File: config.mk
export PLATFORM = sky130hd
export DESIGN_NAME = snake_mover
export DESIGN_NICKNAME = d
export VERILOG_FILES = /design/src/rtl/snake_pkg.sv /design/src/rtl/snake_tail_shift.sv /design/src/rtl/snake_mover.sv
export SDC_FILE = /design/constraint.sdc
export NUM_CORES = 1
export LEC_CHECK = 0
export ABC_AREA = 0
export CORE_MARGIN = 3
export CORE_UTILIZATION = 25
export CTS_CLUSTER_DIAMETER = 60
export CTS_CLUSTER_SIZE = 40
export DETAILED_ROUTE_END_ITERATION = 8
export GPL_ROUTABILITY_DRIVEN = 0
export SLEW_MARGIN = 25
export SYNTH_ARGS = -nofsm -noshare
export SYNTH_HDL_FRONTEND = slang
export SYNTH_SLANG_ARGS = --single-unit
File: constraint.sdc
create_clock -name clk -period 5.1 [get_ports clk]
set_input_delay 1.02 -clock clk [delete_from_list [all_inputs] [get_ports clk]]
set_output_delay 1.02 -clock clk [all_outputs]
set_load 0.02 [all_outputs]
File: src/rtl/snake_pkg.sv
// Shared widths, direction and state encodings for the snake movement logic.
package snake_pkg;

   localparam int X_W       = 7;
   localparam int Y_W       = 6;
   localparam int TAIL_LEN  = 15;
   localparam int MAX_SCORE = 15;
   localparam int SCORE_W   = 4;

   typedef enum logic [1:0] {
      DIR_UP    = 2'd0,
      DIR_DOWN  = 2'd1,
      DIR_LEFT  = 2'd2,
      DIR_RIGHT = 2'd3
   } dir_t;

   typedef enum logic [1:0] {
      S_IDLE = 2'd0,
      S_RUN  = 2'd1,
      S_HALT = 2'd2
   } state_t;

   // Opposite pairs differ only in bit 0 (up/down, left/right).
   function automatic logic [1:0] dir_reverse(input logic [1:0] d);
      return {d[1], ~d[0]};
   endfunction

endpackage

File: src/rtl/snake_tail_shift.sv
// Tail segment history: on each shift, segment 0 takes the head and every
// other segment takes its predecessor; the oldest segment falls off.
module snake_tail_shift
   import snake_pkg::*;
(
   input  logic                      clk,
   input  logic                      i_rst_n,
   input  logic                      i_shift,
   input  logic [X_W-1:0]            i_head_x,
   input  logic [Y_W-1:0]            i_head_y,
   output logic [TAIL_LEN*X_W-1:0]   o_tail_x,
   output logic [TAIL_LEN*Y_W-1:0]   o_tail_y
);

   logic [TAIL_LEN*X_W-1:0] r_tail_x;
   logic [TAIL_LEN*Y_W-1:0] r_tail_y;

   always_ff @(posedge clk) begin
      if (!i_rst_n) begin
         r_tail_x <= '0;
         r_tail_y <= '0;
      end else if (i_shift) begin
         r_tail_x <= {r_tail_x[(TAIL_LEN-1)*X_W-1:0], i_head_x};
         r_tail_y <= {r_tail_y[(TAIL_LEN-1)*Y_W-1:0], i_head_y};
      end
   end

   assign o_tail_x = r_tail_x;
   assign o_tail_y = r_tail_y;

endmodule

File: src/rtl/snake_mover.sv
// Snake head/direction/score controller with IDLE/RUN/HALT sequencing.
// Valid/ready note: dir_valid qualifies dir_req for one cycle; there is no back-pressure.
module snake_mover
   import snake_pkg::*;
#(
   parameter int START_X   = 40,
   parameter int START_Y   = 30,
   parameter int MAX_SCORE = snake_pkg::MAX_SCORE
)(
   input  logic                      clk,
   input  logic                      reset,
   input  logic                      start,
   input  logic                      move_tick,
   input  logic                      dir_valid,
   input  logic [1:0]                dir_req,
   input  logic [X_W-1:0]            food_x,
   input  logic [Y_W-1:0]            food_y,
   input  logic                      game_over,
   input  logic                      victory,
   output logic [X_W-1:0]            head_x,
   output logic [Y_W-1:0]            head_y,
   output logic [TAIL_LEN*X_W-1:0]   tail_x,
   output logic [TAIL_LEN*Y_W-1:0]   tail_y,
   output logic [SCORE_W-1:0]        score,
   output logic [1:0]                dir,
   output logic                      food_eaten,
   output logic                      running,
   output logic [1:0]                dbg_state
);

   localparam logic [X_W-1:0]     START_X_V = X_W'(START_X);
   localparam logic [Y_W-1:0]     START_Y_V = Y_W'(START_Y);
   localparam logic [SCORE_W-1:0] MAX_V     = SCORE_W'(MAX_SCORE);

   state_t               r_state;
   state_t               w_state_next;
   logic [X_W-1:0]       r_head_x;
   logic [Y_W-1:0]       r_head_y;
   logic [1:0]           r_dir;
   logic [1:0]           r_pending_dir;
   logic [SCORE_W-1:0]   r_score;
   logic                 r_food_eaten;

   logic                 w_move;
   logic                 w_dir_accept;
   logic [1:0]           w_eff_dir;
   logic [X_W-1:0]       w_next_x;
   logic [Y_W-1:0]       w_next_y;
   logic                 w_food_hit;

   always_ff @(posedge clk) begin
      if (!reset) r_state <= S_IDLE;
      else        r_state <= w_state_next;
   end

   // game_over and victory both end the run; either one also blocks the move.
   always_comb begin
      w_state_next = r_state;
      w_move       = 1'b0;
      case (r_state)
         S_IDLE: if (start) w_state_next = S_RUN;
         S_RUN: begin
            if (game_over || victory) w_state_next = S_HALT;
            else if (move_tick)       w_move       = 1'b1;
         end
         default: w_state_next = r_state;
      endcase
   end

   // Reverse requests are judged against the committed direction, not the pending one.
   assign w_dir_accept = (r_state == S_RUN) && dir_valid &&
                         (dir_req != dir_reverse(r_dir));
   assign w_eff_dir    = w_dir_accept ? dir_req : r_pending_dir;

   always_comb begin
      w_next_x = r_head_x;
      w_next_y = r_head_y;
      case (w_eff_dir)
         DIR_UP:    w_next_y = r_head_y - 1'b1;
         DIR_DOWN:  w_next_y = r_head_y + 1'b1;
         DIR_LEFT:  w_next_x = r_head_x - 1'b1;
         DIR_RIGHT: w_next_x = r_head_x + 1'b1;
         default:   w_next_x = r_head_x;
      endcase
   end

   assign w_food_hit = (w_next_x == food_x) && (w_next_y == food_y);

   always_ff @(posedge clk) begin
      if (!reset) begin
         r_head_x      <= START_X_V;
         r_head_y      <= START_Y_V;
         r_dir         <= DIR_RIGHT;
         r_pending_dir <= DIR_RIGHT;
         r_score       <= '0;
         r_food_eaten  <= 1'b0;
      end else begin
         r_food_eaten <= 1'b0;
         if (w_dir_accept) r_pending_dir <= dir_req;
         if (w_move) begin
            r_dir         <= w_eff_dir;
            r_pending_dir <= w_eff_dir;
            r_head_x      <= w_next_x;
            r_head_y      <= w_next_y;
            if (w_food_hit && (r_score < MAX_V)) begin
               r_score      <= r_score + 1'b1;
               r_food_eaten <= 1'b1;
            end
         end
      end
   end

   snake_tail_shift u_tail (
      .clk      (clk),
      .i_rst_n  (reset),
      .i_shift  (w_move),
      .i_head_x (r_head_x),
      .i_head_y (r_head_y),
      .o_tail_x (tail_x),
      .o_tail_y (tail_y)
   );

   assign head_x     = r_head_x;
   assign head_y     = r_head_y;
   assign score      = r_score;
   assign dir        = r_dir;
   assign food_eaten = r_food_eaten;
   assign running    = (r_state == S_RUN);
   assign dbg_state  = r_state;

endmodule

# Yosys cells after proc, flatten, opt, wreduce, memory -nomap -nowiden
# Index checks and enable logic that the tools add are counted.
dict set report op_classes {
  addsub 5
  n_lt_le_gt_ge 1
  n_eq_ne 9
  mux 10
  bitwise 1
  reduce_logical 11
}
# operator n
set op_table {}
lappend op_table {{$pmux 7 s2} 1}
lappend op_table {{$pmux 6 s2} 1}
lappend op_table {{$add 7x1->7 const B} 1}
lappend op_table {{$eq 7x7->1} 1}
lappend op_table {{$sub 7x1->7 const B} 1}
lappend op_table {{$add 6x1->6 const B} 1}
lappend op_table {{$eq 6x6->1} 1}
lappend op_table {{$mux 2} 3}
lappend op_table {{$sub 6x1->6 const B} 1}
lappend op_table {{$add 4x1->4 const B} 1}
lappend op_table {{$eq 2x1->1 const B} 2}
lappend op_table {{$eq 2x2->1 const B} 2}
lappend op_table {{$logic_and 1x1->1} 4}
lappend op_table {{$logic_not 2->1} 2}
lappend op_table {{$lt 4x4->1 const B} 1}
lappend op_table {{$mux 1} 4}
lappend op_table {{$pmux 2 s2} 1}
lappend op_table {{$reduce_and 2->1} 2}
lappend op_table {{$reduce_and 3->1} 1}
lappend op_table {{$ne 2x1->1 const B} 1}
lappend op_table {{$ne 2x2->1} 1}
lappend op_table {{$ne 2x2->1 const B} 1}
lappend op_table {{$reduce_bool 2->1} 1}
lappend op_table {{$logic_or 1x1->1} 1}
lappend op_table {{$not 1->1} 1}
dict set report totals {
  regBits 219
  input_bits 22
  word_cells 46
}

# Logic depth before layout (Yosys ltp)
dict set report logic_depth {
  word_depth 10
  mapped_depth 15
  ltp_nobuf 15
}

# Hierarchy
# A second synthesis with hierarchy kept.
dict set report unflattened {
  hier_cells 851
  area_unflattened_um2 9253.9
}
# module n_inst cells_each area_per_inst_um2 seq_area_each_um2
set by_module_without_submodules {}
lappend by_module_without_submodules {snake_tail_shift 1 628 7445.9 3903.7}
lappend by_module_without_submodules {snake_mover 1 223 1808.0 480.5}

# Least setup slack after synthesis
# OpenSTA, ideal clock, no wires.
dict set report synth_path {
  path_type {in2reg}
  from {input dir_req[0]}
  to {register r_score[2], in the netlist score[2]}
  setup_time_ns 0.072
  arrival_time_ns 4.149
  required_ns 5.028
  slack_ns 0.879
  path_stages 13
  path_buffers 0
  cell_sequence {xor2_1 > nand3_1 > a31oi_2 > nand2_1 > ha_1 > a211oi_1 > nor2_1 > a21o_1 > a21oi_1 > xnor3_2 > o32ai_1 > nor4b_1 > mux2i_1}
}
dict set report synth_between {
  elab_chain_cells 9
  elab_cells_between_ends 14
}
# element line
set synth_rtl {}
lappend synth_rtl {{from (decl)} snake_mover.sv:15} ;# input logic [1:0] dir_req,
lappend synth_rtl {{$ne 2x2->1} snake_mover.sv:72} ;# (dir_req != dir_reverse(r_dir));
lappend synth_rtl {{$logic_and 1x1->1} snake_mover.sv:71} ;# assign w_dir_accept = (r_state == S_RUN) && dir_valid &&
lappend synth_rtl {{$mux 2 (*)} --}
lappend synth_rtl {{$eq 2x2->1, or another cell as far along} snake_mover.sv:78} ;# case (w_eff_dir)
lappend synth_rtl {{$pmux 7 s2 / $pmux 6 s2 (equally long branches)} snake_mover.sv:78}
lappend synth_rtl {{$eq 7x7->1 / $eq 6x6->1 (equally long branches)} snake_mover.sv:87} ;# assign w_food_hit = (w_next_x == food_x) && (w_next_y == food_y);
lappend synth_rtl {{$logic_and 1x1->1 (*)} snake_mover.sv:87}
lappend synth_rtl {{$logic_and 1x1->1 (*)} snake_mover.sv:105} ;# if (w_food_hit && (r_score < MAX_V)) begin
lappend synth_rtl {{$reduce_and 2->1 (no line) (*)} --}
lappend synth_rtl {{to (signal assigned)} snake_mover.sv:106} ;# r_score <= r_score + 1'b1;
lappend synth_rtl {{to (decl)} snake_mover.sv:41} ;# logic [SCORE_W-1:0] r_score;
# Mark *: on every way between the ends. The rest lies on a longest branch, timed or not.
# A chain may end at the register's enable or synchronous reset.

# Worst setup path after layout
dict set report layout_path {
  from {input dir_req[1]}
  to {register r_score[2], in the netlist score[2]}
}
# Same word-level chain as after synthesis.

==> flow_summary.yaml <==
cells_and_area:
  final_common_cell: "nand2_1"
  antenna_cells: 0
  final_cells: 1743
  drive_gt1_share_pct: 4.97
  mostFrequentLayoutCells: "416 x nand2_1, 238 x clkdlybuf4s50_1, 219 x dfxtp_1, 199 x a21boi_0, 24 x clkbuf_16"
  area_growth_pct: 40.3
  finalNetCount: 1305
clocking:
  clk_latency_ps: 520
  clock-sinks: 219
  ctsRootBufferMaster: "clkbuf_16"
  numCtsBuffers: 24
  post_cts.repair.setup_buffers: 0
  clockBufferDepth: 3
  htree_levels: 1
  cts_tree: "built"
  cts.clk_slew.worst_paths_ps: 70
  cts_resized: 0
  postCtsHoldBufs: 0
setup_path:
  startpoint_type: "input port"
  critical-path-top-delay-family: "compound AO/OA/AOI/OAI gates"
  critPathSlowestCell: "clkdlybuf4s50_1"
  setup.worst_path.end_class: "flop"
  cp_max_fo: 5
  slowest_delay_ps: 490
  worstSetupPathType: "input port to flop"
  cp.arrival_ps: 4910
  path_depth: 15
  path_cells: "clkdlybuf4s50_1, xnor2_1, o21ai_0, a22oi_1, o21a_1, nand2_1, ha_1, a211oi_1, nor2_1, a21o_1, a21oi_1, xnor3_2, o32ai_1, nor4b_1, mux2i_1"
  cp_num_buf_inv: 1
  crit_required_ps: 5550
  reg2regPathDepth: 14
floorplanning:
  dieArea_mm2: 0.0381
  die_h_um: 195
  num_rows: 68
  ios: 240
  coreArea_mm2: 0.0350
  die_w_um: 195
  initial_core_util_pct: 25.6
yosys:
  syn_nets: 1101
  syn_area_per_cell_um2: 8.40
  async_flop_share_pct: 0
  ys_seq_elements: 219
  synth_area_leaders: "dfxtp_1 49%, nand2_1 17%, a21boi_0 17%"
  synthDistinctLibCells: 55
  synth_area_leader_cell: "dfxtp_1"
  yosys_warnings: 0
  netlist.area_leader.share_pct: 48.9
  synthCells: 1067
  synth_edf_count: 0
  synth_area_mm2: 0.00896
  ys_seq_area_share_pct: 48.9
  dominantRegCellSynth: "dfxtp_1"
grt:
  antenna_found_initial: 0
  grt-ovfl-total: 0
  grt_pass1_vias: 7402
  grt_max_degree: 166
  track_usage_pct: 13.2
  grt_pass1_wl_mm: 41.6
routing:
  drtIter0Drc: 367
  vias_per_cell: 4.46
  wl_per_cell_um: 15.4
  num_vias: 7775
  drtAntennaViolNets: 0
  route.detailed.drc: 0
  drt_first_pass_iters: 4
  wirelength_mm: 26.8
placement:
  dp_cells: 1700
  hpwl_mm: 18.2
  port_buffers: 239
power:
  clkPwrFrac_pct: 47.9
  seqPwrFrac_pct: 46.6
  power.internal_mw: 2.76
  powerDensity_mw_per_mm2: 293
  p_switching_mw: 0.926
  leakagePower_nw: 4.10
  p_sw_share_pct: 25.1
  p_comb_share_pct: 5.5
  vdd_drop_max_mv: 0.193
timing:
  fin_crit_sh_pct: 87.4
  fin_crit_ps: 4460
  tns_ps: 0
  skew_ps: 15.6
  finalSetupViolations: 0
  slew_headroom_pct: 39.9
  worst_pin_slew_ps: 902
  drv_slew: 0
  hold_viol_final: 0
  fmax_mhz: 224
  rsz0062_at_grt: "no"
min_path:
  min_path_type: "flop to flop"
  holdPathStages: 2
run_status:
  status: "complete, no violations"
run:
  max_cap_violations: 0
worst register-to-register path, stage by stage, from the launching register on:
cell	delay, ps
dfxtp_1	510
nand3b_1	230
o21ai_0	110
a22oi_1	190
o21a_1	210
nand2_1	180
ha_1	320
a211oi_1	240
nor2_1	110
a21o_1	190
a21oi_1	260
xnor3_2	380
o32ai_1	350
nor4b_1	370
mux2i_1	220
Yosys cell counts (all sizes together) (3+ instances only):
cell type	n
a21oi	6
buf	3
ha	10
nand3	8
nor2	19
xnor2	13
o211ai	5
a221oi	3
o21ai	8
xor2	10
inv	15
dfxtp	219
nand2b	7
nand2	416
nor2b	3
a21boi	199
and2	4
mux2i	10
clkbuf	66
flip-flops by register name, indices dropped and copies added (netlist names):
name	flops
u_tail.o_tail_x	105
r_pending_dir	2
u_tail.o_tail_y	90
dbg_state	2
head_x	7
score	4
dir	2
food_eaten	1
head_y	6
per-layer routing:
layer  track usage [%]  routed length, um  vias to the layer above
met4              4.46                914                        0
met1              17.2              12200                     3646
met5                 0                  0                        -
li1                  -                  -                     3916
met2              22.1              12500                      174
met3              2.40               1240                       39
through the flow:
stage	hold slack [ps]	cell area, um2	setup WS, ps	util, %	total power [mW]
floorplan	541	8960	879	-	1.89
global placement	451	11800	333	33.6	1.96
detailed placement	458	11800	122	33.6	1.96
CTS	468	12600	673	36.0	3.76
global route	489	12600	186	36.0	3.84
finish	466	12600	641	36.0	3.69
final cells by class:
class	instances	area (um2)
Fill cell	3594	22400
Multi-Input combinational cell	764	4250
Clock buffer	30	653
Inverter	15	56.3
Sequential cell	219	4380
Clock inverter	13	170
Tap cell	455	569
Timing Repair Buffer	247	2490
power by group through the flow:
stage                     registers, mW  logic (mW)  clock network [mW]
final                              1.72       0.201                1.77
after global routing               1.72       0.219                1.90
after CTS                          1.72       0.202                1.84
after detailed placement           1.76       0.201                   0
after global placement             1.76       0.198                   0
after floorplan                    1.76       0.133                   0
worst paths after layout:
| path | from | endpoint | slack (ps) |
|---|---|---|---|
| max | dir_req[1] | score[2] | 640 |
| min | u_tail.o_tail_x[99] | u_tail.o_tail_x[99] | 470 |
| max reg2reg | dbg_state[1] | score[2] | 1180 |
| min reg2reg | u_tail.o_tail_x[99] | u_tail.o_tail_x[99] | 470 |
logic make-up (layout without fill, tap and decap cells):
kind of cell    count (synthesis)  in the layout  share of synthesized area, %
buf+inv                        84            305                          3.78
xor+xnor                       24             24                          2.51
flops                         219            219                          48.9
fa+ha+maj                      12             12                          1.84
mux                            12             12                          1.37
simple gates                  470            470                          20.8
compound gates                246            246                          20.7
No activity file was read; power rests on OpenSTA's default activity.
